==> src/rtl/accu_tx.sv <==
// accu_tx: buffers 32-bit words in a small FIFO and serializes each one as
// four bytes (byte0 first) toward a downstream byte accumulator.
// Optional feature macro: ACCU_TX_SUM_EN adds sum_out/sum_valid, which report
// the byte sum of each word together with its last byte.
module accu_tx #(
    parameter int FIFO_DEPTH = 2
) (
    input  logic        clk,
    input  logic        rst_n,
    input  logic [31:0] word_in,
    input  logic        word_valid,
    output logic        word_ready,
    input  logic        pause,
    output logic        valid_out,
    output logic [7:0]  data_out,
    output logic        last_out
`ifdef ACCU_TX_SUM_EN
    ,
    output logic [9:0]  sum_out,
    output logic        sum_valid
`endif
);

    localparam int AW = (FIFO_DEPTH > 1) ? $clog2(FIFO_DEPTH) : 1;
    localparam logic [AW:0] FULL_CNT = (AW + 1)'(FIFO_DEPTH);

    typedef enum logic {
        IDLE,
        SEND
    } state_t;

    logic [31:0]   r_mem [FIFO_DEPTH];
    logic [AW-1:0] r_wrPtr;
    logic [AW-1:0] r_rdPtr;
    logic [AW:0]   r_count;

    state_t        r_state;
    state_t        w_stateNext;
    logic [31:0]   r_word;
    logic [1:0]    r_idx;

    logic          w_empty;
    logic          w_push;
    logic          w_pop;
    logic          w_emit;
    logic [7:0]    w_byte;

    // Ready depends only on registered occupancy, so a pop in the same cycle
    // never reopens a full FIFO.
    assign word_ready = (r_count != FULL_CNT);
    assign w_empty    = (r_count == '0);
    assign w_push     = word_valid && word_ready;

    // FIFO storage: written on an accepted word, no reset needed.
    always_ff @(posedge clk) begin
        if (w_push) begin
            r_mem[r_wrPtr] <= word_in;
        end
    end

    // FIFO pointers and occupancy; simultaneous push and pop leave count alone.
    always_ff @(posedge clk or negedge rst_n) begin
        if (!rst_n) begin
            r_wrPtr <= '0;
            r_rdPtr <= '0;
            r_count <= '0;
        end else begin
            if (w_push) begin
                r_wrPtr <= r_wrPtr + AW'(1);
            end
            if (w_pop) begin
                r_rdPtr <= r_rdPtr + AW'(1);
            end
            case ({w_push, w_pop})
                2'b10:   r_count <= r_count + (AW + 1)'(1);
                2'b01:   r_count <= r_count - (AW + 1)'(1);
                default: r_count <= r_count;
            endcase
        end
    end

    // Serializer state register.
    always_ff @(posedge clk or negedge rst_n) begin
        if (!rst_n) begin
            r_state <= IDLE;
        end else begin
            r_state <= w_stateNext;
        end
    end

    // Next state, FIFO pop and byte-emit decisions; the last byte of a word
    // loads the next word at the same edge so words stream back to back.
    always_comb begin
        w_stateNext = r_state;
        w_pop       = 1'b0;
        w_emit      = 1'b0;
        case (r_state)
            IDLE: begin
                if (!w_empty) begin
                    w_stateNext = SEND;
                    w_pop       = 1'b1;
                end
            end
            SEND: begin
                if (!pause) begin
                    w_emit = 1'b1;
                    if (r_idx == 2'd3) begin
                        if (!w_empty) begin
                            w_pop = 1'b1;
                        end else begin
                            w_stateNext = IDLE;
                        end
                    end
                end
            end
            default: w_stateNext = IDLE;
        endcase
    end

    // Select the byte at the current index of the loaded word.
    always_comb begin
        w_byte = r_word[7:0];
        case (r_idx)
            2'd0:    w_byte = r_word[7:0];
            2'd1:    w_byte = r_word[15:8];
            2'd2:    w_byte = r_word[23:16];
            default: w_byte = r_word[31:24];
        endcase
    end

    // Registered byte outputs, byte index and loaded word; data holds while
    // idle or paused so the stalled byte stays visible.
    always_ff @(posedge clk or negedge rst_n) begin
        if (!rst_n) begin
            valid_out <= 1'b0;
            last_out  <= 1'b0;
            data_out  <= 8'h00;
            r_idx     <= 2'd0;
            r_word    <= 32'h0;
        end else begin
            valid_out <= w_emit;
            last_out  <= w_emit && (r_idx == 2'd3);
            if (w_emit) begin
                data_out <= w_byte;
                r_idx    <= r_idx + 2'd1;
            end
            if (w_pop) begin
                r_word <= r_mem[r_rdPtr];
                r_idx  <= 2'd0;
            end
        end
    end

`ifdef ACCU_TX_SUM_EN
    logic [9:0] w_sum;

    assign w_sum = {2'b00, r_word[7:0]} + {2'b00, r_word[15:8]}
                 + {2'b00, r_word[23:16]} + {2'b00, r_word[31:24]};

    // Word byte sum, published alongside the last byte and held in between.
    always_ff @(posedge clk or negedge rst_n) begin
        if (!rst_n) begin
            sum_out   <= 10'd0;
            sum_valid <= 1'b0;
        end else begin
            sum_valid <= w_emit && (r_idx == 2'd3);
            if (w_emit && (r_idx == 2'd3)) begin
                sum_out <= w_sum;
            end
        end
    end
`endif

endmodule

==> config.mk <==
export PLATFORM = sky130hd
export DESIGN_NAME = accu_tx
export DESIGN_NICKNAME = d
export VERILOG_FILES = /design/src/rtl/accu_tx.sv
export SDC_FILE = /design/constraint.sdc
export NUM_CORES = 1
export LEC_CHECK = 0
export ABC_AREA = 0
export CAP_MARGIN = 10
export CORE_UTILIZATION = 30
export DETAILED_ROUTE_END_ITERATION = 8
export PLACE_DENSITY = 0.55
export SYNTH_ARGS = -nofsm -noshare
export SYNTH_HDL_FRONTEND = slang
export SYNTH_SLANG_ARGS = --single-unit
==> constraint.sdc <==
create_clock -name clk -period 5.9 [get_ports clk]
set_input_delay 1.18 -clock clk [delete_from_list [all_inputs] [get_ports clk]]
set_output_delay 1.18 -clock clk [all_outputs]
set_load 0.01 [all_outputs]
* After elaboration in Yosys (flattened, before gate mapping)
Memories as Yosys holds them, arrays and structs flattened. A register that Yosys moved wholly into a read port is not among the register bits. Index checks and enable logic that the tools add are counted.
Storage, ports and cells: memory bits (read-only) 0, memories 1, flip-flop bits (word level) 17, RAM bits 64, latch bits 0, output and inout port bits 11
Cells by class: $add $sub $neg 5, reductions and logical operators 7, divide/modulo/power cells 0, $mul 0, shift operators 0, order comparisons 0, equal/unequal tests 6, multiplexer cells 15, bitwise gates (word level) 1
Memory list:
- r_mem | depth 2, bits a word 32, read ports 1, clocked after memory_dff 1, write ports 1, line 32 | logic [31:0] r_mem [FIFO_DEPTH];
Operators by type and width (number):
- $pmux W8 S3 | 1
- $mux W1 | 9
- $eq A2 B2 Y1 const B | 3
- $add A2 B1 Y2 const B | 2
- $eq A2 B1 Y1 const B | 2
- $logic_not A2 Y1 | 2
- $mux W2 | 2
- $pmux W1 S2 | 2
- $pmux W2 S2 | 1
- $reduce_bool A2 Y1 | 2
- $add A1 B1 Y1 const B | 2
- $logic_and A1 B1 Y1 | 2
- $ne A2 B2 Y1 const B | 1
- $sub A2 B1 Y2 const B | 1
- $logic_not A1 Y1 | 1
- $not A1 Y1 | 1

* Longest topological paths before layout
Gate-level depths: netlist of the first run.
depth after elaboration 7, gate-level depth with buffers 9, gate-level depth less buffers 7

* Least setup slack after synthesis of the first run
OpenSTA, ideal clock, no wires.
kind input to register, from input port word_valid, to memory r_mem[0][0] (enable), arrival 2.631 ns, library setup time 0.421 ns, path buffers 0, data required time 5.479 ns, cell stages on the path 2, setup slack 2.848 ns, path through nand2_1 nor2_1
On the way: cells in the longest elaborated chain, start to end 3
Ends and longest elaborated chain:
- start, declared | line 11 | input logic word_valid,
- $logic_and A1 B1 Y1 | line 52 | assign w_push = word_valid && word_ready;
- $mux W1 | line 56 | if (w_push) begin
- $mux W1 (not written as such) | line 57 | r_mem[r_wrPtr] <= word_in;
- end, declared | line 32
Every way passes these cells.

* Worst setup path after layout of the first run
from register r_count[0], to output port word_ready
On the way: cells in the longest elaborated chain, start to end 1
Ends and longest elaborated chain:
- start, declared | line 35 | logic [AW:0] r_count;
- start signal, assigned | line 75 | 2'b10: r_count <= r_count + (AW + 1)'(1);
- start signal, assigned | line 76 | 2'b01: r_count <= r_count - (AW + 1)'(1);
- start signal, assigned | line 77 | default: r_count <= r_count;
- $ne A2 B2 Y1 | line 50 | assign word_ready = (r_count != FULL_CNT);
- end, declared | line 12 | output logic word_ready,
Every way passes these cells.

==> results of run 1 <==
==> synthesized netlist by cell type <==
cell,n
sky130_fd_sc_hd__edfxtp_1,64
sky130_fd_sc_hd__dfrtp_1,49
sky130_fd_sc_hd__mux2_2,49
sky130_fd_sc_hd__mux2i_1,14
sky130_fd_sc_hd__inv_1,11
sky130_fd_sc_hd__a21oi_1,8
sky130_fd_sc_hd__buf_2,8
sky130_fd_sc_hd__a21o_1,7
sky130_fd_sc_hd__a221oi_1,7
sky130_fd_sc_hd__a22oi_1,7
sky130_fd_sc_hd__ha_1,5
sky130_fd_sc_hd__buf_6,4
sky130_fd_sc_hd__nand2_1,4
sky130_fd_sc_hd__o21ai_0,4
sky130_fd_sc_hd__clkbuf_1,3
sky130_fd_sc_hd__nor2_1,3
sky130_fd_sc_hd__xnor2_1,3
sky130_fd_sc_hd__nand2b_1,2
sky130_fd_sc_hd__nand3_1,2
sky130_fd_sc_hd__xor2_1,2
sky130_fd_sc_hd__a21oi_4,1
sky130_fd_sc_hd__a222oi_1,1
sky130_fd_sc_hd__a31o_2,1
sky130_fd_sc_hd__and2_1,1
sky130_fd_sc_hd__and3_1,1
sky130_fd_sc_hd__buf_4,1
sky130_fd_sc_hd__mux2_4,1
sky130_fd_sc_hd__nand2b_2,1
sky130_fd_sc_hd__nor2_2,1
sky130_fd_sc_hd__nor3_1,1
sky130_fd_sc_hd__o41ai_1,1
==> where the power goes <==
group	switching [mW]	total [mW]	internal (mW)	leakage, nW
Combinational	0.379	0.777	0.398	0.722
Sequential	0.129	1.25	1.12	1.18
Clock	0.326	0.994	0.668	0.291
Total	0.835	3.02	2.19	2.19
==> worst max path at each step <==
stage	endpoint	cells after the start	slack (ps)
floorplan	r_mem[0][0]$_DFFE_PP_	2	2850
global placement	r_word[3]$_DFFE_PN0P_	5	2920
detailed placement	r_word[12]$_DFFE_PN0P_	5	2910
CTS	word_ready	2	3100
global route	word_ready	2	3010
finish	word_ready	2	3110
==> logic make-up (layout without fill, tap and decap cells) <==
logic type / Yosys count / count (layout) / share of synthesized area [%]
DFF: 113 / 113 / 70.6
muxes: 64 / 64 / 15.9
AOI/OAI and AO/OA: 37 / 37 / 6.06
buffers and inverters: 27 / 94 / 3.26
and+or+nand+nor: 16 / 16 / 1.82
adders and majority gates: 5 / 5 / 1.40
xor gates and xnor gates: 5 / 5 / 0.982
==> flip-flops by register name, summed over array words and instances, names as in the netlist <==
name and count:
r_idx 2, r_mem 64, last_out 1, r_rdPtr 1
data_out 8, r_word 32, r_state 1, valid_out 1
r_count 2, r_wrPtr 1
==> worst max-delay path: stages, from the launching register on <==
cell and delay (ps):
sky130_fd_sc_hd__dfrtp_1 480, sky130_fd_sc_hd__nand2b_1 190, sky130_fd_sc_hd__clkdlybuf4s50_1 540
==> metrics by stage <==
| stage | cell area (um2) | hold WS, ps | util, % | setup WS (ps) | total power [mW] |
|---|---|---|---|---|---|
| 2_1_floorplan | 4460 | 461 | - | 2850 | 1.80 |
| 3_5_place_dp | 5070 | 470 | 34.9 | 2910 | 2.06 |
| 5_1_grt | 5680 | 499 | 39.1 | 3010 | 3.20 |
| 4_1_cts | 5660 | 482 | 38.9 | 3100 | 3.07 |
| 3_3_place_gp | 5070 | 461 | 34.9 | 2920 | 2.03 |
| 6_report | 5680 | 476 | 39.1 | 3110 | 3.02 |
==> per-layer routing <==
metal / up-vias / share of wire [%] / global-route usage [%]
met4: 0 / 1.1 / 4.69
met1: 1179 / 45 / 14.7
met2: 47 / 49 / 18.6
met5: - / 0 / 0
li1: 1105 / - / -
met3: 7 / 4.4 / 4.44
==> cell type report <==
| class | instances | area share, % |
|---|---|---|
| Sequential cell | 113 | 55.4 |
| Clock inverter | 12 | 2.47 |
| Timing Repair Buffer | 51 | 8.90 |
| Clock buffer | 20 | 7.87 |
| Multi-Input combinational cell | 127 | 20.6 |
| Inverter | 11 | 0.727 |
| Tap cell | 184 | 4.05 |
==> run summary, run 1 <==
Worst Hold Launch: data_out[2]$_DFFE_PN0P_
reported max-cap violation count: 0
number of rows created at floorplan: 44
number of nets in the layout: 362
depth of the CTS H-tree: 4
Hold Path Depth: 1
DRT Wirelength: 8.05 mm
Synth top area share: 43.1%
Critical Path AT: 1610 ps
Die Width: 124 um
placed cell count: 485
leakage power of the design: 2.19 nW
number of non-filler instances in the completed layout: 518
number of inserted diodes: 0
number of top-level pins: 47
reg-to-reg slack, setup: 3610 ps
gate count of the mapped netlist: 267
vias per cell: 4.51
register area: 3150 um2
starting density of the core: 30.7%
post-cts sizing count: 0
power density over the cells: 532 nW/um2
Die Span Y: 124 um
number of CTS-inserted buffers: 17
number of setup violations in the final report: 0
largest net degree at the start of global routing: 50
path depth of the worst reg2reg path: 5
Final Slew Violations: 0
crit end category: primary output
DRC marker count from the first detailed-route iteration: 99
commonest non-fill, non-tap cell in the layout: sky130_fd_sc_hd__edfxtp_1
largest cells by area after synthesis: sky130_fd_sc_hd__edfxtp_1, sky130_fd_sc_hd__dfrtp_1, sky130_fd_sc_hd__mux2_2, sky130_fd_sc_hd__mux2i_1, sky130_fd_sc_hd__ha_1
all-layer global routing usage: 11.8%
via count: 2338
deepest clock path buffer count: 2
worst IR drop on VDD: 0.000250 V
Sinks on Clock Net: 113
area of the multi-input gates: 1170 um2
headroom to the max-slew limit: 55.9%
worst hold path class: flop to flop
setup skew after layout: 6.60 ps
Setup CP Type: flop to primary output
synthesized netlist net count: 308
Reg2Reg Launch Point: r_idx[0]$_DFFE_PN0P_
TritonCTS clock tree: built
number of antenna violations at the first check in global routing: 0
fraction of final layout cells sized beyond drive strength 1: 26.9%
endpoint of the worst hold path: data_out[2]$_DFFE_PN0P_
Clock Root Buffer: sky130_fd_sc_hd__clkbuf_16
Worst-path clk slew: 50 ps
cell type contributing the most total cell area after synthesis: sky130_fd_sc_hd__edfxtp_1
transition time at the pin with the least slew margin: 662 ps
Die Area: 15400 um2
part of the Yosys area used for sequential elements: 70.6%
area of the placeable core: 14500 um2
Post-CTS Hold Buffers: 0
number of global-route vias before repair: 2450
IO Port Bufs: 46
Mean Syn Cell Area: 16.7 um2
commonest cells after routing, fill and taps aside: sky130_fd_sc_hd__edfxtp_1, sky130_fd_sc_hd__mux2_2, sky130_fd_sc_hd__dfrtp_1, sky130_fd_sc_hd__clkdlybuf4s50_1, sky130_fd_sc_hd__clkbuf_16
Max Fclk: 359 MHz
total congestion overflow after global routing: 0
filler cell count: 1382
required time at the endpoint of the critical path: 4720 ps
growth of design area from synthesis to finish: 27.4%
first-pass GRT wire length: 12.9 mm
DRC violations left: 0
count of state elements after synthesis: 113
first drt pass iteration count: 4
largest fanout on the critical path: 7
startpoint type of the worst setup path: flop
Tmin final: 2790 ps
Synthesis Warnings: 0
Reg-to-Reg End: r_word[31]$_DFFE_PN0P_
final number of hold-violating endpoints: 0
setup TNS after final layout: 0 ps
Yosys cell types: 31
routability-driven placement congestion ratio: 0.737
startpoint of the most critical setup path: r_count[0]$_DFFE_PN0P_
RSZ-0062 raised after global routing: false
synthesized area: 4460 um2
clk_lat worst skew: 400 ps
number of setup buffers added after CTS: 0
drt wl/cell: 15.5 um
detailed placer's ending HPWL: 5.14 mm
result of the run: completed
Period Utilization, post-route: 47.3%
count of nets left with antenna violations after detail routing: 0
(Power assumes the default switching activity.)
==> run 2: changes to the inputs <==
--- a/config.mk
+++ b/config.mk
@@ -9,7 +9,7 @@
 export CAP_MARGIN = 10
 export CORE_UTILIZATION = 30
 export DETAILED_ROUTE_END_ITERATION = 8
-export PLACE_DENSITY = 0.55
+export PLACE_DENSITY = 0.56
 export SYNTH_ARGS = -nofsm -noshare
 export SYNTH_HDL_FRONTEND = slang
 export SYNTH_SLANG_ARGS = --single-unit
==> constraint.sdc (replaced) <==
create_clock -name clk -period 2.5 [get_ports clk]
set_input_delay 0.5 -clock clk [delete_from_list [all_inputs] [get_ports clk]]
set_output_delay 0.5 -clock clk [all_outputs]
set_load 0.01 [all_outputs]
==> run 2 against run 1 <==
Compared with the run above:
- count of clock-buffer cells in the layout rose by 4
- clock skew rose by 3.2 ps
- final cell count rose by 0.77%
- setup slack got worse by 2800 ps
- critical path type unchanged
- largest cell class unchanged
==> run summary, run 2 (same netlist as run 1, synthesis figures left out) <==
post-cts sizing count: 0
Tmin final: 2140 ps
setup TNS after final layout: 0 ps
routability-driven placement congestion ratio: 0.776
number of flip-flops in the largest register: 64
number of antenna violations at the first check in global routing: 0
headroom to the max-slew limit: 57.9%
clk_lat worst skew: 400 ps
detailed placer's ending HPWL: 5.43 mm
Critical Path AT: 1640 ps
Max Fclk: 466 MHz
worst slack after detailed placement: 325 ps
via count: 2402
internal power component: 5.24 mW
placed cell count: 490
switching power summed over all nets: 2.01 mW
reg-to-reg slack, setup: 700 ps
largest net degree at the start of global routing: 50
first drt pass iteration count: 4
Sinks on Clock Net: 113
reported max-cap violation count: 0
largest fanout on the critical path: 7
starting density of the core: 30.7%
crit end category: primary output
path depth of the worst reg2reg path: 5
Die Area: 15400 um2
number of CTS-inserted buffers: 17
number of setup violations in the final report: 0
first-pass GRT wire length: 13.6 mm
final core utilization: 39.6%
power density over the cells: 1260 nW/um2
largest stage delay on the critical path: 550 ps
Reg-to-Reg End: data_out[2]$_DFFE_PN0P_
Post-Route Hold Slack: 196 ps
Clock Root Buffer: sky130_fd_sc_hd__clkbuf_16
part of the power in registers: 40.6%
final number of hold-violating endpoints: 0
fraction of final layout cells sized beyond drive strength 1: 27.8%
commonest cells after routing, fill and taps aside: sky130_fd_sc_hd__edfxtp_1, sky130_fd_sc_hd__mux2_2, sky130_fd_sc_hd__dfrtp_1, sky130_fd_sc_hd__clkdlybuf4s50_1, sky130_fd_sc_hd__clkbuf_16
TritonCTS clock tree: built
Reg2Reg Launch Point: r_idx[0]$_DFFE_PN0P_
total congestion overflow after global routing: 0
startpoint type of the worst setup path: flop
number of nets in the layout: 366
registers with the most flip-flops: r_mem: 64 flops, r_word: 32 flops, data_out: 8 flops
number of setup buffers added after CTS: 0
all-layer global routing usage: 12.3%
depth of the CTS H-tree: 4
DRT Wirelength: 8.28 mm
required time at the endpoint of the critical path: 2000 ps
area of the placeable core: 14500 um2
Sw Share: 27.7%
DRC violations left: 0
Post-CTS Hold Buffers: 0
result of the run: completed
Period Utilization, post-route: 85.8%
Die Width: 124 um
Worst-path clk slew: 60 ps
number of global-route vias before repair: 2595
Die Span Y: 124 um
IO Port Bufs: 46
Post-Place Cell Area: 5150 um2
worst setup margin: 355 ps
DRC marker count from the first detailed-route iteration: 127
Critical Path Slowest Stage Cell: sky130_fd_sc_hd__clkdlybuf4s50_1
worst hold path class: primary input to asynchronous set/reset pin
growth of design area from synthesis to finish: 29.0%
register bank with the most flops: r_mem
drt wl/cell: 15.9 um
count of nets left with antenna violations after detail routing: 0
Final Slew Violations: 0
Setup CP Type: flop to primary output
number of top-level pins: 47
number of inserted diodes: 0
RSZ-0062 raised after global routing: false
deepest clock path buffer count: 2
number of rows created at floorplan: 44
leakage power of the design: 2.23 nW
commonest non-fill, non-tap cell in the layout: sky130_fd_sc_hd__edfxtp_1
Non-Filler Cell Area, Final: 5750 um2
transition time at the pin with the least slew margin: 632 ps
setup skew after layout: 9.81 ps
number of non-filler instances in the completed layout: 522
clock power share: 32.8%
Gate power share: 26.7%
worst IR drop on VDD: 0.000545 V
vias per cell: 4.60
Final Total Pwr: 7.25 mW
chain of cells forming the critical path: nand2b_1, clkdlybuf4s50_1
==> run 2: changes by cell type in the layout (fill, tap and decap cells not counted), sizes merged <==
cell	previous run	this run
clkinvlp	1	0
clkbuf	20	24
clkinv	8	4
inv	11	14
bufinv	3	1
buf	6	10
==> run 2: per-layer routing <==
layer / share of wire (%) / GRT usage, % / vias up
li1: - / - / 1113
met1: 47 / 16.0 / 1213
met2: 48 / 18.9 / 66
met3: 4.2 / 4.35 / 10
met4: 1.4 / 4.91 / 0
met5: 0 / 0 / -
==> run 2: how the worst max path moves through the flow <==
stage | to | startpoint
after global routing | word_ready | r_count[0]$_DFFE_PN0P_
after CTS | word_ready | r_count[0]$_DFFE_PN0P_
after detailed placement | r_word[2]$_DFFE_PN0P_ | pause
after floorplan | r_mem[0][0]$_DFFE_PP_ | r_count[0]$_DFFE_PN0P_
after global placement | r_word[7]$_DFFE_PN0P_ | pause
final | word_ready | r_count[0]$_DFFE_PN0P_
==> run 2: layout make-up <==
cell class	instances	area, um2
Fill cell	1410	8780
Inverter	11	41.3
Clock buffer	24	536
Clock inverter	8	67.6
Tap cell	184	230
Sequential cell	113	3150
Timing Repair Buffer	55	561
Multi-Input combinational cell	127	1170
==> run 2: worst max-delay path, delay by kind of cell, from the launching register on <==
| kind | cells | cell delay, ps |
|---|---|---|
| buffers and inverters | 1 | 550 |
| DFF | 1 | 500 |
| and+or+nand+nor | 1 | 200 |
==> run 2: power by group through the flow <==
| stage | registers [mW] | clock network [mW] | logic [mW] |
|---|---|---|---|
| floorplan | 2.88 | 0 | 1.36 |
| global placement | 2.96 | 0 | 1.93 |
| detailed placement | 2.98 | 0 | 1.97 |
| CTS | 2.95 | 2.43 | 1.98 |
| global route | 3.02 | 2.50 | 2.14 |
| finish | 2.94 | 2.37 | 1.93 |
==> run 3: changes to the inputs <==
--- a/config.mk
+++ b/config.mk
@@ -9,6 +9,7 @@
 export CAP_MARGIN = 10
 export CORE_UTILIZATION = 30
 export DETAILED_ROUTE_END_ITERATION = 8
+export MAX_ROUTING_LAYER = met4
 export PLACE_DENSITY = 0.56
 export SYNTH_ARGS = -nofsm -noshare
 export SYNTH_HDL_FRONTEND = slang
==> run 3 against run 2 <==
Compared with the run above:
- clock skew grew 3.8 ps
- die area is the same
- core utilization unchanged
- final cell count did not move
- maximum frequency is 0.21% higher
- highest routed layer unchanged
- clock power barely moved
- power hardly changed
- register-to-register slack worse by 20 ps
- sequential cell count stayed put
- combinational power about the same
==> run summary, run 3 (same netlist as run 1, synthesis figures left out) <==
result of the run: completed
DRC violations left: 0
area of the placeable core: 14500 um2
count of nets left with antenna violations after detail routing: 0
Die Span Y: 124 um
RSZ-0062 raised after global routing: false
drt wl/cell: 15.9 um
power density over the cells: 1260 nW/um2
number of inserted diodes: 0
reported max-cap violation count: 0
Clock Root Buffer: sky130_fd_sc_hd__clkbuf_16
growth of design area from synthesis to finish: 29.0%
total length of routed met3 wires: 289 um
Period Utilization, post-route: 85.6%
total congestion overflow after global routing: 0
post-cts sizing count: 0
startpoint type of the worst setup path: flop
number of setup violations in the final report: 0
Critical Path AT: 1640 ps
Die Width: 124 um
register bank with the most flops: r_mem
setup TNS after final layout: 0 ps
commonest non-fill, non-tap cell in the layout: sky130_fd_sc_hd__edfxtp_1
number of CTS-inserted buffers: 17
uppermost signal routing layer after detailed routing: met4
number of antenna violations at the first check in global routing: 0
required time at the endpoint of the critical path: 2000 ps
fraction of final layout cells sized beyond drive strength 1: 27.8%
number of setup buffers added after CTS: 0
worst slack after detailed placement: 325 ps
IO Port Bufs: 46
depth of the CTS H-tree: 4
largest net degree at the start of global routing: 50
number of non-filler instances in the completed layout: 522
TritonCTS clock tree: built
final core utilization: 39.6%
routability-driven placement congestion ratio: 0.787
Die Area: 15400 um2
transition time at the pin with the least slew margin: 632 ps
Final Slew Violations: 0
DRC marker count from the first detailed-route iteration: 131
switching power summed over all nets: 2.01 mW
Setup CP Type: flop to primary output
number of global-route vias before repair: 2595
setup skew after layout: 13.6 ps
path depth of the worst reg2reg path: 5
registers with the most flip-flops: r_mem: 64 flops, r_word: 32 flops, data_out: 8 flops
leakage power of the design: 2.23 nW
clk_lat worst skew: 400 ps
Max Fclk: 467 MHz
placed cell count: 490
starting density of the core: 30.7%
via count: 2388
part of the power in registers: 40.6%
all-layer global routing usage: 12.7%
internal power component: 5.24 mW
crit end category: primary output
worst hold path class: primary input to asynchronous set/reset pin
worst IR drop on VDD: 0.000537 V
final number of hold-violating endpoints: 0
deepest clock path buffer count: 2
number of nets in the layout: 366
number of top-level pins: 47
Sw Share: 27.7%
largest fanout on the critical path: 7
number of rows created at floorplan: 44
worst setup margin: 360 ps
clock power share: 32.7%
number of flip-flops in the largest register: 64
commonest cells after routing, fill and taps aside: sky130_fd_sc_hd__edfxtp_1, sky130_fd_sc_hd__mux2_2, sky130_fd_sc_hd__dfrtp_1, sky130_fd_sc_hd__clkdlybuf4s50_1, sky130_fd_sc_hd__clkbuf_16
M1 WL: 3.91 mm
first-pass GRT wire length: 13.6 mm
first drt pass iteration count: 4
Tmin final: 2140 ps
Post-CTS Hold Buffers: 0
Sinks on Clock Net: 113
detailed placer's ending HPWL: 5.43 mm
Gate power share: 26.7%
Worst-path clk slew: 60 ps
headroom to the max-slew limit: 57.9%
Post-Route Hold Slack: 197 ps
DRT Wirelength: 8.28 mm
vias per cell: 4.57
met2 routed wirelength: 4.00 mm
[run 3: cell counts in the layout (fill, tap and decap cells not counted)]
Identical to the previous run, type by type.
[run 3: worst paths after layout]
path | startpoint | to | slack (ps)
worst max-delay path | r_count[0]$_DFFE_PN0P_ | word_ready | 360
worst min-delay path | rst_n | data_out[3]$_DFFE_PN0P_ | 200
worst max register to register | r_idx[0]$_DFFE_PN0P_ | data_out[2]$_DFFE_PN0P_ | 680
worst min register to register | data_out[0]$_DFFE_PN0P_ | data_out[0]$_DFFE_PN0P_ | 480
max in group asynchronous | rst_n | r_word[9]$_DFFE_PN0P_ | 1860
min in group clk | data_out[0]$_DFFE_PN0P_ | data_out[0]$_DFFE_PN0P_ | 480
[run 3: worst max-delay path: stages (launching register included)]
cell and delay, ps:
sky130_fd_sc_hd__dfrtp_1 500, sky130_fd_sc_hd__nand2b_1 200, sky130_fd_sc_hd__clkdlybuf4s50_1 550
[run 3: layout make-up]
type | instances | area (um2)
tap | 184 | 230
inverter | 11 | 41.3
timing repair buffer | 55 | 561
clock inverter | 8 | 67.6
clock buffer | 24 | 536
sequential | 113 | 3150
multi-input combinational | 127 | 1170
fill | 1410 | 8780
[run 3: power by group through the flow]
stage / Combinational (mW) / Clock [mW] / Sequential [mW]
after global routing: 2.14 / 2.50 / 3.02
after CTS: 1.98 / 2.43 / 2.95
after global placement: 1.93 / 0 / 2.96
final: 1.93 / 2.37 / 2.94
after floorplan: 1.36 / 0 / 2.88
after detailed placement: 1.97 / 0 / 2.98
[run 3: metal layers]
| layer | up-vias | GRT usage (%) |
|---|---|---|
| met5 | - | - |
| met4 | 0 | 5.13 |
| met3 | 6 | 4.17 |
| met2 | 54 | 18.9 |
| met1 | 1214 | 16.0 |
| li1 | 1114 | - |
[run 3: through the flow]
stage	cell area [um2]	total power [mW]
final	5750	7.25
after global routing	5750	7.66
after CTS	5750	7.36
after detailed placement	5150	4.95
after global placement	5150	4.89
after floorplan	4460	4.24
